===== src/rtl/cpu_control_unit_if.sv =====
// Control/status bundle between the CPU control unit (master) and the Full_CPU datapath (slave).
interface cpu_control_unit_if #(
  parameter int ADDR_W = 8,
  parameter int DATA_W = 16
);
  logic [DATA_W-1:0] mem_dataout;
  logic [DATA_W-1:0] pc_addr;
  logic [DATA_W-1:0] rf_B;
  logic              N;
  logic              Z;
  logic              V;
  logic              C;

  logic              mem_wen;
  logic              mem_ren;
  logic [ADDR_W-1:0] mem_addr;
  logic [DATA_W-1:0] mem_datain;
  logic              rf_en;
  logic [1:0]        rf_op;
  logic [2:0]        rf_addr;
  logic [2:0]        rf_readA;
  logic [2:0]        rf_readB;
  logic              pc_en;
  logic              pc_inc0_jum1;
  logic [DATA_W-1:0] pc_ext;
  logic              add0_sub1;
  logic              LHI;
  logic              LLI;
  logic              ext_imm;
  logic [DATA_W-1:0] ext_immB;
  logic              ctro_outR;

  modport master (
    input  mem_dataout, pc_addr, rf_B, N, Z, V, C,
    output mem_wen, mem_ren, mem_addr, mem_datain, rf_en, rf_op, rf_addr,
           rf_readA, rf_readB, pc_en, pc_inc0_jum1, pc_ext, add0_sub1,
           LHI, LLI, ext_imm, ext_immB, ctro_outR
  );

  modport slave (
    output mem_dataout, pc_addr, rf_B, N, Z, V, C,
    input  mem_wen, mem_ren, mem_addr, mem_datain, rf_en, rf_op, rf_addr,
           rf_readA, rf_readB, pc_en, pc_inc0_jum1, pc_ext, add0_sub1,
           LHI, LLI, ext_imm, ext_immB, ctro_outR
  );
endinterface


===== src/rtl/cpu_control_unit.sv =====
// Multi-cycle control FSM for the Full_CPU datapath: FETCH, DECODE, EXEC, (MEM for LD), WB.
// ALU/ST/OUT/JMP/BZ take 4 cycles FETCH-to-FETCH, LD takes 5; HLT or an illegal opcode parks in HALT.
module cpu_control_unit #(
  parameter int ADDR_W          = 8,
  parameter int DATA_W          = 16,
  parameter bit HALT_ON_ILLEGAL = 1'b1
) (
  input  logic               clk,
  input  logic               rst_n,
  input  logic               run,
  cpu_control_unit_if.master dp,
  output logic               halted,
  output logic               err
);

  typedef enum logic [2:0] {
    S_IDLE, S_FETCH, S_DECODE, S_EXEC, S_MEM, S_WB, S_HALT
  } state_e;

  localparam logic [4:0] OP_ADD  = 5'b00000;
  localparam logic [4:0] OP_SUB  = 5'b00001;
  localparam logic [4:0] OP_ADDI = 5'b00010;
  localparam logic [4:0] OP_LHI  = 5'b00100;
  localparam logic [4:0] OP_LLI  = 5'b00101;
  localparam logic [4:0] OP_LD   = 5'b01000;
  localparam logic [4:0] OP_ST   = 5'b01001;
  localparam logic [4:0] OP_OUT  = 5'b01100;
  localparam logic [4:0] OP_JMP  = 5'b10000;
  localparam logic [4:0] OP_BZ   = 5'b10001;
  localparam logic [4:0] OP_HLT  = 5'b11111;

  state_e            state_q, state_d;
  logic [DATA_W-1:0] ir_q, ir_d;
  logic [ADDR_W-1:0] st_addr_q, st_addr_d;
  logic [ADDR_W-1:0] mem_addr_q, mem_addr_d;
  logic [3:0]        flags_q, flags_d;     // {n, z, v, c}
  logic              err_q, err_d;

  logic [DATA_W-1:0] cur_ir;
  logic [4:0]        op;
  logic [2:0]        rd, ra, rb;
  logic [7:0]        imm8;
  logic              is_alu, is_legal, wr_rf;

  // During DECODE the word is still on the memory bus, so selects follow it one cycle before ir loads.
  assign cur_ir = (state_q == S_DECODE) ? dp.mem_dataout : ir_q;
  assign op     = cur_ir[15:11];
  assign rd     = cur_ir[10:8];
  assign ra     = cur_ir[7:5];
  assign rb     = cur_ir[4:2];
  assign imm8   = cur_ir[7:0];

  assign is_alu   = (op == OP_ADD) || (op == OP_SUB) || (op == OP_ADDI);
  assign is_legal = is_alu || (op == OP_LHI) || (op == OP_LLI) || (op == OP_LD) ||
                    (op == OP_ST) || (op == OP_OUT) || (op == OP_JMP) ||
                    (op == OP_BZ) || (op == OP_HLT);
  assign wr_rf    = is_alu || (op == OP_LHI) || (op == OP_LLI) || (op == OP_LD);

  always_ff @(posedge clk or negedge rst_n) begin
    if (!rst_n) begin
      state_q    <= S_IDLE;
      ir_q       <= '0;
      st_addr_q  <= '0;
      mem_addr_q <= '0;
      flags_q    <= '0;
      err_q      <= 1'b0;
    end else begin
      state_q    <= state_d;
      ir_q       <= ir_d;
      st_addr_q  <= st_addr_d;
      mem_addr_q <= mem_addr_d;
      flags_q    <= flags_d;
      err_q      <= err_d;
    end
  end

  always_comb begin
    state_d       = state_q;
    ir_d          = ir_q;
    st_addr_d     = st_addr_q;
    mem_addr_d    = mem_addr_q;
    flags_d       = flags_q;
    err_d         = err_q;
    dp.mem_ren    = 1'b0;
    dp.mem_wen    = 1'b0;
    dp.mem_datain = '0;
    dp.rf_en      = 1'b0;
    dp.pc_en      = 1'b0;
    dp.ctro_outR  = 1'b0;
    case (state_q)
      S_IDLE: begin
        if (run) state_d = S_FETCH;
      end
      S_FETCH: begin
        dp.mem_ren = 1'b1;
        mem_addr_d = dp.pc_addr[ADDR_W-1:0];
        state_d    = S_DECODE;
      end
      S_DECODE: begin
        // rf_B reads rb here; ST needs that address while rf_B carries ra's data in EXEC.
        ir_d      = dp.mem_dataout;
        st_addr_d = dp.rf_B[ADDR_W-1:0];
        state_d   = S_EXEC;
      end
      S_EXEC: begin
        state_d = S_WB;
        if (op == OP_HLT) begin
          state_d = S_HALT;
        end else if (!is_legal && HALT_ON_ILLEGAL) begin
          state_d = S_HALT;
          err_d   = 1'b1;
        end else if (op == OP_ST) begin
          dp.mem_wen    = 1'b1;
          mem_addr_d    = st_addr_q;
          dp.mem_datain = dp.rf_B;
        end else if (op == OP_LD) begin
          dp.mem_ren = 1'b1;
          mem_addr_d = dp.rf_B[ADDR_W-1:0];
          state_d    = S_MEM;
        end else if (op == OP_OUT) begin
          dp.ctro_outR = 1'b1;
        end
      end
      S_MEM: begin
        state_d = S_WB;
      end
      S_WB: begin
        dp.rf_en = wr_rf;
        dp.pc_en = 1'b1;
        if (is_alu) flags_d = {dp.N, dp.Z, dp.V, dp.C};
        state_d = run ? S_FETCH : S_IDLE;
      end
      S_HALT: begin
        state_d = S_HALT;
      end
      default: begin
        state_d = S_IDLE;
      end
    endcase
  end

  assign dp.mem_addr     = mem_addr_d;
  assign dp.rf_addr      = rd;
  assign dp.rf_readA     = (op == OP_LHI) ? rd : ra;
  assign dp.rf_readB     = ((state_q == S_EXEC) && (op == OP_ST)) ? ra : rb;
  assign dp.rf_op        = {1'b0, op == OP_LD};
  assign dp.add0_sub1    = (op == OP_SUB);
  assign dp.LHI          = (op == OP_LHI);
  assign dp.LLI          = (op == OP_LLI);
  assign dp.ext_imm      = (op == OP_ADDI) || (op == OP_LHI) || (op == OP_LLI);
  assign dp.ext_immB     = (op == OP_ADDI) ? {{(DATA_W-5){1'b0}}, imm8[4:0]}
                                           : {{(DATA_W-8){1'b0}}, imm8};
  assign dp.pc_ext       = {{(DATA_W-8){1'b0}}, imm8};
  assign dp.pc_inc0_jum1 = (op == OP_JMP) || ((op == OP_BZ) && flags_q[2]);

  assign halted = (state_q == S_HALT);
  assign err    = err_q;

  logic unused_bits;
  assign unused_bits = &{1'b0, flags_q[3], flags_q[1:0], dp.pc_addr[DATA_W-1:ADDR_W]};

endmodule

===== src/flat_wrapper.sv =====
// flat-port wrapper written by rule: the top's interface ports become plain ports
module cpu_control_unit_flat 
#(
  parameter int ADDR_W          = 8,
  parameter int DATA_W          = 16,
  parameter bit HALT_ON_ILLEGAL = 1'b1
)
  (clk, rst_n, run, halted, err, dp_mem_dataout, dp_pc_addr, dp_rf_B, dp_N, dp_Z, dp_V, dp_C, dp_mem_wen, dp_mem_ren, dp_mem_addr, dp_mem_datain, dp_rf_en, dp_rf_op, dp_rf_addr, dp_rf_readA, dp_rf_readB, dp_pc_en, dp_pc_inc0_jum1, dp_pc_ext, dp_add0_sub1, dp_LHI, dp_LLI, dp_ext_imm, dp_ext_immB, dp_ctro_outR);
  cpu_control_unit_if #(.ADDR_W(ADDR_W), .DATA_W(DATA_W)) dp_i ();
  input  logic clk;
  input  logic rst_n;
  input  logic run;
  output logic halted;
  output logic err;
  input wire logic [$bits(dp_i.mem_dataout)-1:0] dp_mem_dataout;
  input wire logic [$bits(dp_i.pc_addr)-1:0] dp_pc_addr;
  input wire logic [$bits(dp_i.rf_B)-1:0] dp_rf_B;
  input wire logic [$bits(dp_i.N)-1:0] dp_N;
  input wire logic [$bits(dp_i.Z)-1:0] dp_Z;
  input wire logic [$bits(dp_i.V)-1:0] dp_V;
  input wire logic [$bits(dp_i.C)-1:0] dp_C;
  output wire logic [$bits(dp_i.mem_wen)-1:0] dp_mem_wen;
  output wire logic [$bits(dp_i.mem_ren)-1:0] dp_mem_ren;
  output wire logic [$bits(dp_i.mem_addr)-1:0] dp_mem_addr;
  output wire logic [$bits(dp_i.mem_datain)-1:0] dp_mem_datain;
  output wire logic [$bits(dp_i.rf_en)-1:0] dp_rf_en;
  output wire logic [$bits(dp_i.rf_op)-1:0] dp_rf_op;
  output wire logic [$bits(dp_i.rf_addr)-1:0] dp_rf_addr;
  output wire logic [$bits(dp_i.rf_readA)-1:0] dp_rf_readA;
  output wire logic [$bits(dp_i.rf_readB)-1:0] dp_rf_readB;
  output wire logic [$bits(dp_i.pc_en)-1:0] dp_pc_en;
  output wire logic [$bits(dp_i.pc_inc0_jum1)-1:0] dp_pc_inc0_jum1;
  output wire logic [$bits(dp_i.pc_ext)-1:0] dp_pc_ext;
  output wire logic [$bits(dp_i.add0_sub1)-1:0] dp_add0_sub1;
  output wire logic [$bits(dp_i.LHI)-1:0] dp_LHI;
  output wire logic [$bits(dp_i.LLI)-1:0] dp_LLI;
  output wire logic [$bits(dp_i.ext_imm)-1:0] dp_ext_imm;
  output wire logic [$bits(dp_i.ext_immB)-1:0] dp_ext_immB;
  output wire logic [$bits(dp_i.ctro_outR)-1:0] dp_ctro_outR;
  assign dp_i.mem_dataout = dp_mem_dataout;
  assign dp_i.pc_addr = dp_pc_addr;
  assign dp_i.rf_B = dp_rf_B;
  assign dp_i.N = dp_N;
  assign dp_i.Z = dp_Z;
  assign dp_i.V = dp_V;
  assign dp_i.C = dp_C;
  assign dp_mem_wen = dp_i.mem_wen;
  assign dp_mem_ren = dp_i.mem_ren;
  assign dp_mem_addr = dp_i.mem_addr;
  assign dp_mem_datain = dp_i.mem_datain;
  assign dp_rf_en = dp_i.rf_en;
  assign dp_rf_op = dp_i.rf_op;
  assign dp_rf_addr = dp_i.rf_addr;
  assign dp_rf_readA = dp_i.rf_readA;
  assign dp_rf_readB = dp_i.rf_readB;
  assign dp_pc_en = dp_i.pc_en;
  assign dp_pc_inc0_jum1 = dp_i.pc_inc0_jum1;
  assign dp_pc_ext = dp_i.pc_ext;
  assign dp_add0_sub1 = dp_i.add0_sub1;
  assign dp_LHI = dp_i.LHI;
  assign dp_LLI = dp_i.LLI;
  assign dp_ext_imm = dp_i.ext_imm;
  assign dp_ext_immB = dp_i.ext_immB;
  assign dp_ctro_outR = dp_i.ctro_outR;
  cpu_control_unit #(.ADDR_W(ADDR_W), .DATA_W(DATA_W), .HALT_ON_ILLEGAL(HALT_ON_ILLEGAL)) u_core (.clk(clk), .rst_n(rst_n), .run(run), .dp(dp_i), .halted(halted), .err(err));
endmodule

===== config.mk =====
export PLATFORM = sky130hd
export DESIGN_NAME = cpu_control_unit_flat
export DESIGN_NICKNAME = d
export VERILOG_FILES = /design/src/rtl/cpu_control_unit_if.sv /design/src/rtl/cpu_control_unit.sv /design/src/flat_wrapper.sv
export SDC_FILE = /design/constraint.sdc
export NUM_CORES = 1
export LEC_CHECK = 0
export ABC_AREA = 1
export CAP_MARGIN = 20
export CORE_MARGIN = 1
export CORE_UTILIZATION = 35
export CTS_BUF_LIST = sky130_fd_sc_hd__clkbuf_4
export CTS_CLUSTER_DIAMETER = 150
export CTS_CLUSTER_SIZE = 10
export DETAILED_ROUTE_END_ITERATION = 6
export PLACE_DENSITY = 0.72
export SLEW_MARGIN = 40
export SYNTH_ARGS = -nofsm -noshare
export SYNTH_HDL_FRONTEND = slang
export SYNTH_SLANG_ARGS = --single-unit

===== constraint.sdc =====
create_clock -name clk -period 4.76 [get_ports clk]
set_input_delay 0.476 -clock clk [delete_from_list [all_inputs] [get_ports clk]]
set_output_delay 0.476 -clock clk [all_outputs]
set_load 0.005 [all_outputs]

==> metrics.txt, run 1 <==
failing checks=design-rule violations; Final Setup Violations=0; final cell count without fillers=499; Die Area=7045 um^2; largest area contributor in the netlist=dfrtp_1; part of the cycle the worst path needs=81.29%; Warnings, synthesis=0; wl on met1=2747 um; RSZ-0062 raised after global routing=false; Worst-Skew Late Latency=0.33 ns; Area Overhead vs Synth=41.11%; Syn Inst Count=335; Total Wirelength=5992 um; WP buf/inv=3; VDD IR max=0.3304 mV; Fin Setup TNS=0 ns; Root Buffer=clkbuf_4; Max FO, Critical Path=33; most common cell after layout, fill and taps aside=clkdlybuf4s50_1; part of the Yosys area used for sequential elements=39.40%; fin. max-slew vios=0; clk sink count=37; slowest cell delay on critical path=0.53 ns; max layer used=met4; met2 routed WL=2732 um; Inserted Diodes=0; most frequent cells in the layout=clkdlybuf4s50_1 (104), nand2_1 (93), nor2_1 (37), dfrtp_1 (37), inv_1 (34); CP Data Arrival Time=3.39 ns; Critical R2R Launch=u_core.state_q[2]; largest net degree at the start of global routing=38; pre-CTS setup slack=1.230 ns; hold buffers post-CTS=0; Final Hold Fails=0; Hold Crit Class=in -> async; antenna violations before repair=0; Congestion Overflow GR=0; final net count=477; LEAKAGE=1.583 nW; Die W=83.94 um; Crit. End Element=primary output; First DRT Iteration DRCs=122; worst r2r path cells=11; gr usage total=17.47%; Initial Util=36.59%; post-DP HPWL=4435 um; first-pass GRT wire length=10070 um; fraction of layout cells with a size suffix above 1=7.583%; status=complete, but fails checks; Inst Count DP=492; Synth Register Bits=37; I/O Pins=134; maxcap violations=0; sequential power share=26.8%; drt wl/cell=12.01 um; Clock H-tree levels=2; Via density=4.537; Die Height=83.94 um; Slew HR=51.10%; Sw Ratio=41.41%; Num CTS Buffers=5; power share of the clock group=7.9%; Psw=0.8361 mW; cell family with most CP delay=simple AND/OR/NAND/NOR gates; mean post-synth cell area=7.014 um^2; Clock Skew=0.003698 ns; gpl congestion=0.8303; core area=6422 um^2; cell at the slowest stage of the critical path=clkdlybuf4s50_1; CTS clk-pin slew, worst paths=0.11 ns; Combinational Power Share=65.3%; min Tclk post-route=3.869 ns; Fmax=258.4 MHz; Worst EP required=4.28 ns; critical path type=reg -> out; via count=2264; Pre-Repair DR Iteration Count=7; antenna-violating nets left=0; number of global-route vias before repair=2122; Max Buffers Root-to-Sink=2; Synth area leaders=dfrtp_1 (39%), nand2_1 (15%), buf_4 (11%); post-synth top area share=39.40%; Worst Tran Pin Value=0.7317 ns; met3 WL=463 um; Reg2Reg Capture Point=u_core.err; R2R setup slack=2.07 ns; Post-CTS Resized=0; Port Buf Inserts=105; Int Power=1.183 mW; WHS=0.09048 ns; Startpoint Class=flip-flop; drt drc=14; critical path, cell by cell=inv_2, nand3_2, nand2_1, nand2_2, inv_2, nand3_2, nor2_4, nand2_1, o21ai_1, clkdlybuf4s50_1; Post-Syn Area=2350 um^2; TritonCTS clock tree=done; Cell Pwr Density=608.9 nW/um^2; min setup slack post-route=0.8906 ns; Core Rows=29; distinct cell type count after synthesis=27; Post-CTS Repair Setup Buffers=0
-- cells by family (layout without fill, tap and decap cells) --
kind of cell / count (synthesis) / count (layout) / share of synthesized area (%)
flip-flops: 37 / 37 / 39.40
other: 1 / 17 / 0.1596
AND/OR/NAND/NOR: 188 / 188 / 35.36
buffers and inverters: 81 / 152 / 18.80
AO/OA/AOI/OAI: 28 / 28 / 6.283
-- sequential cells by signal, summed over array words and instances (netlist names) --
| register | flops |
|---|---|
| u_core.err | 1 |
| u_core.flags_q | 1 |
| u_core.ir_q | 16 |
| u_core.mem_addr_q | 8 |
| u_core.st_addr_q | 8 |
| u_core.state_q | 3 |
-- synth_stat cells, drive strengths merged --
library cell / count
a21oi: 3
a22oi: 1
buf: 39
clkbuf: 3
clkinv: 1
conb: 1
dfrtp: 37
inv: 38
nand2: 98
nand3: 33
nand4: 1
nor2: 40
nor3: 3
nor4: 2
o211ai: 1
o21ai: 22
o21bai: 1
or2: 11
-- power by group through the flow --
| stage | Combinational, mW | Sequential (mW) | Clock [mW] |
|---|---|---|---|
| detailed placement | 1.31 | 0.546 | 0 |
| finish | 1.32 | 0.542 | 0.159 |
| floorplan | 0.819 | 0.527 | 0 |
| global placement | 1.30 | 0.540 | 0 |
| global route | 1.47 | 0.560 | 0.183 |
| CTS | 1.33 | 0.540 | 0.166 |
-- per-layer routing --
metal	GRT usage, %	vias to the layer above
li1	-	1163
met1	23.23	1011
met2	28.46	84
met3	4.946	6
met4	3.292	0
met5	0	-
-- through the flow --
| stage | total power [mW] | utilization, % | cell area [um^2] |
|---|---|---|---|
| after floorplan | 1.346 | - | 2410 |
| after global placement | 1.841 | 50.83 | 3264 |
| after detailed placement | 1.856 | 50.87 | 3267 |
| after CTS | 2.032 | 51.63 | 3316 |
| after global routing | 2.214 | 51.63 | 3316 |
| final | 2.019 | 51.63 | 3316 |
-- worst max-delay path by stage --
stage | startpoint | to | cells past startpoint
after floorplan | u_core.state_q[0] | dp_mem_addr[5] | 12
after global placement | u_core.state_q[2] | dp_rf_readB[0] | 10
after detailed placement | u_core.state_q[2] | dp_rf_readB[1] | 10
after CTS | u_core.state_q[2] | dp_rf_readB[2] | 10
after global routing | u_core.state_q[2] | dp_mem_datain[5] | 10
final | u_core.state_q[2] | dp_rf_readB[2] | 10
-- cell type report --
cell class | instances | area (um^2)
timing repair buffer | 106 | 1056
tap | 77 | 96.34
clock buffer | 6 | 45.04
multi-input combinational | 233 | 1042
clock inverter | 1 | 3.754
sequential | 37 | 925.9
fill | 638 | 3107
inverter | 39 | 146.4
Note: power is estimated with default switching activity, not from simulation.
==> run 2, diff against run 1 <==
clock period = 4 ns   (was 4.76 ns; I/O delays follow)
==> metrics.txt, run 2 (synthesized netlist as in run 1, its figures left out) <==
Largest register FFs=16; via count=2275; Pre-Repair DR Iteration Count=7; gpl congestion=0.8283; Crit. End Element=primary output; Slew HR=50.74%; min Tclk post-route=3.563 ns; Critical R2R Launch=u_core.state_q[2]; Initial Util=36.59%; maxcap violations=0; Die Area=7045 um^2; Worst EP required=3.60 ns; I/O Pins=134; gr usage total=17.59%; most common cell after layout, fill and taps aside=clkdlybuf4s50_1; Max Buffers Root-to-Sink=2; cell at the slowest stage of the critical path=clkdlybuf4s50_1; Reg with most FFs=u_core.ir_q; Final Power=2.419 mW; drt drc=14; Congestion Overflow GR=0; antenna-violating nets left=0; Total Wirelength=6013 um; Final Setup Violations=0; core area=6422 um^2; max layer used=met4; WHS=0.4994 ns; part of the cycle the worst path needs=89.07%; Via density=4.523; wl on met1=2715 um; met2 routed WL=2793 um; TritonCTS clock tree=done; hold_sp=u_core.st_addr_q[0]; antenna violations before repair=0; min setup slack post-route=0.4373 ns; RSZ-0062 raised after global routing=false; Post-CTS Resized=0; Max FO, Critical Path=23; Worst Tran Pin Value=0.7372 ns; Die Height=83.94 um; Inst Count DP=494; CTS clk-pin slew, worst paths=0.12 ns; Fmax=280.7 MHz; Clock Skew=0.01353 ns; Cell Pwr Density=719.1 nW/um^2; Clock H-tree levels=2; fin. max-slew vios=0; most frequent cells in the layout=clkdlybuf4s50_1 (104), nand2_1 (93), nor2_1 (37), dfrtp_1 (37), inv_1 (34); met3 WL=482 um; clk sink count=37; Port Buf Inserts=105; VDD IR max=0.3956 mV; final cell count without fillers=503; Hold Crit Class=reg -> reg; Startpoint Class=flip-flop; failing checks=design-rule violations; Die W=83.94 um; status=complete, but fails checks; first-pass GRT wire length=10160 um; hold buffers post-CTS=1; number of global-route vias before repair=2163; Post-CTS Repair Setup Buffers=0; final net count=480; Fin Setup TNS=0 ns; biggest regs=u_core.ir_q (16), u_core.mem_addr_q (8), u_core.st_addr_q (8); slowest cell delay on critical path=0.54 ns; largest net degree at the start of global routing=24; Final Hold Fails=0; Root Buffer=clkbuf_4; Area Overhead vs Synth=43.18%; Crit. Startpoint=u_core.state_q[2]; post-DP HPWL=4642 um; LEAKAGE=1.605 nW; drt wl/cell=11.95 um; fraction of layout cells with a size suffix above 1=8.451%; critical path type=reg -> out; pre-CTS setup slack=0.7868 ns; Inserted Diodes=0; critical path, cell by cell=inv_2, nand3_2, nand2_1, nand2_2, inv_2, nand3_2, nor2_4, nand2_1, o21ai_1, clkdlybuf4s50_1; Core Rows=29; CP Data Arrival Time=3.16 ns; Worst-Skew Late Latency=0.33 ns; Num CTS Buffers=5; First DRT Iteration DRCs=146
-- run 2: changes by cell type in the layout (fill, tap and decap cells not counted), sizes merged --
cell / delta
dlygate4sd3: +1
buf: +2
clkinv: +1
clkbuf: -1
clkinvlp: +1
-- run 2: worst paths after layout --
kind	endpoint	slack, ns	depth (start not counted)
min in group asynchronous	u_core.ir_q[7]	0.51	2
hold / removal	u_core.st_addr_q[0]	0.50	2
setup / recovery	dp_rf_readB[2]	0.44	10
hold reg to reg	u_core.st_addr_q[0]	0.50	2
setup reg to reg	u_core.err	1.61	11
max in group asynchronous	u_core.ir_q[12]	3.05	3
-- run 2: where the power goes --
part	switching, mW	internal (mW)
logic	0.789	0.790
clock network	0.131	0.0664
registers	0.0877	0.555
-- run 2: final cells by class --
cell class,count,area [um^2]
clock buffer,5,37.54
clock inverter,3,17.52
fill,638,3058
inverter,39,146.4
multi-input combinational,233,1042
sequential,37,925.9
tap,77,96.34
timing repair buffer,109,1099
-- run 2: critical path: cells and delay by family (launching register included) --
kind / cells / cell delay (ns)
DFF: 1 / 0.47
buffers and inverters: 3 / 0.80
and+or+nand+nor: 6 / 1.26
AOI/OAI and AO/OA: 1 / 0.29
-- run 2: per-layer routing --
metal / up-vias / GRT usage, %
li1: 1169 / -
met1: 1026 / 22.69
met2: 78 / 29.36
met3: 2 / 5.341
met4: 0 / 2.978
met5: - / 0
-- run 2: per-stage QoR --
stage	area (um^2)	util, %
final	3364	52.39
after detailed placement	3299	51.37
after global routing	3364	52.39
after CTS	3364	52.39
after floorplan	2410	-
after global placement	3272	50.94
==> run 3, diff against run 2 <==
--- a/config.mk
+++ b/config.mk
@@ -8,5 +8,5 @@
 export ABC_AREA = 1
 export CAP_MARGIN = 20
-export CORE_MARGIN = 1
+export CORE_MARGIN = 2
 export CORE_UTILIZATION = 35
 export CTS_BUF_LIST = sky130_fd_sc_hd__clkbuf_4
==> constraint.sdc (replaced) <==
create_clock -name clk -period 4 [get_ports clk]
set_input_delay 0.4 -clock clk [delete_from_list [all_inputs] [get_ports clk]]
set_output_delay 0.4 -clock clk [all_outputs]
set_load 0.1 [all_outputs]
==> metrics.txt, run 3 (synthesized netlist as in run 1, its figures left out) <==
Post-CTS Resized=0; met1 Usage GRT=22.64%; Reg with most FFs=u_core.ir_q; Startpoint Class=flip-flop; hold buffers post-CTS=0; Fmax=290.2 MHz; maxcap violations=0; core area=6422 um^2; Layout fillers=626; Num CTS Buffers=5; Largest register FFs=16; CP Data Arrival Time=3.05 ns; Worst-Skew Late Latency=0.34 ns; RSZ-0062 raised after global routing=false; drt wl/cell=12.33 um; Max FO, Critical Path=23; CTS clk-pin slew, worst paths=0.12 ns; gpl congestion=0.8536; Core Rows=29; GRT busiest layer=met2; antenna-violating nets left=0; gr usage total=16.67%; drt drc=0; clk sink count=37; Clock Skew=0.01414 ns; Initial Util=36.59%; area of the multi-input gates=1050 um^2; largest net degree at the start of global routing=38; fraction of layout cells with a size suffix above 1=23.35%; fin. max-slew vios=0; Congestion Overflow GR=0; post-DP HPWL=4666 um; TritonCTS clock tree=done; via count=2291; Final Setup Violations=0; Total Wirelength=6178 um; I/O Pins=134; Final Hold Fails=0; Die Height=85.94 um; Via density=4.573; biggest regs=u_core.ir_q (16), u_core.mem_addr_q (8), u_core.st_addr_q (8); Root Buffer=clkbuf_4; most common cell after layout, fill and taps aside=nand2_1; Reg area=925.9 um^2; Worst EP required=3.60 ns; Port Buf Inserts=105; Pre-Repair DR Iteration Count=5; Post-CTS Repair Setup Buffers=0; First DRT Iteration DRCs=78; status=finished, final reports clean; most frequent cells in the layout=nand2_1 (93), buf_4 (49), clkdlybuf4s50_1 (42); final net count=478; part of the cycle the worst path needs=86.14%; Max Buffers Root-to-Sink=2; GR Util met2=25.86%; Die W=85.94 um; Area Overhead vs Synth=34.35%; Worst Tran Pin Value=0.7323 ns; Hold Crit Class=in -> async; first-pass GRT wire length=9936 um; Clock H-tree levels=2; number of global-route vias before repair=2082; Fin Setup TNS=0 ns; critical path type=reg -> out; global routing usage on met3=5.005%; Crit. End Element=primary output; Slew HR=51.06%; min Tclk post-route=3.446 ns; antenna violations before repair=0; Die Area=7385 um^2; Inserted Diodes=0
run 3: critical path: stages (launching register included):
cell and delay [ns]:
dfrtp_1 0.48, inv_2 0.16, nand3_2 0.32, buf_4 0.32, nand2_1 0.09, nand2_2 0.11
nand3_2 0.12, nor2_4 0.04, nand2_1 0.54, nand2_1 0.10, o21ai_1 0.11, buf_4 0.32
run 3: worst paths after layout:
check,cells past startpoint,start,to,slack [ns]
setup / recovery,11,u_core.state_q[2],dp_rf_readB[1],0.55
hold / removal,1,rst_n,u_core.err,0.003
setup reg to reg,13,u_core.state_q[2],u_core.state_q[0],1.42
hold reg to reg,1,u_core.err,u_core.err,0.49
max in group asynchronous,1,rst_n,u_core.mem_addr_q[0],3.63
min in group clk,1,u_core.err,u_core.err,0.49
run 3: layer usage:
layer	part of all wire (%)	wire, um
met3	8.7	535
met4	0.84	52
met1	45	2774
met2	46	2815
met5	0	0
run 3: final cells by class:
class | instances | area share, %
multi-input combinational | 233 | 33.25
tap | 77 | 3.052
clock inverter | 2 | 0.3171
sequential | 37 | 29.33
inverter | 39 | 4.637
timing repair buffer | 107 | 27.98
clock buffer | 6 | 1.427
run 3: metrics by stage:
stage                     std cells  instance area, um^2  setup WS [ns]  hold WS [ns]  utilization [%]
after floorplan                 351                 2417         0.1232        0.1044                -
after global placement          493                 3174         0.9489        0.4593            49.43
after detailed placement        493                 3102         0.9129        0.4050            48.30
after CTS                       501                 3157         0.5173      0.006070            49.15
after global routing            501                 3157         0.2170       0.01782            49.15
final                           501                 3157         0.5543      0.003398            49.15
Power of run 3 is left out: the tool's default activity adds up to more than one toggle a clock period on the data nets, which glitch-free logic cannot reach.
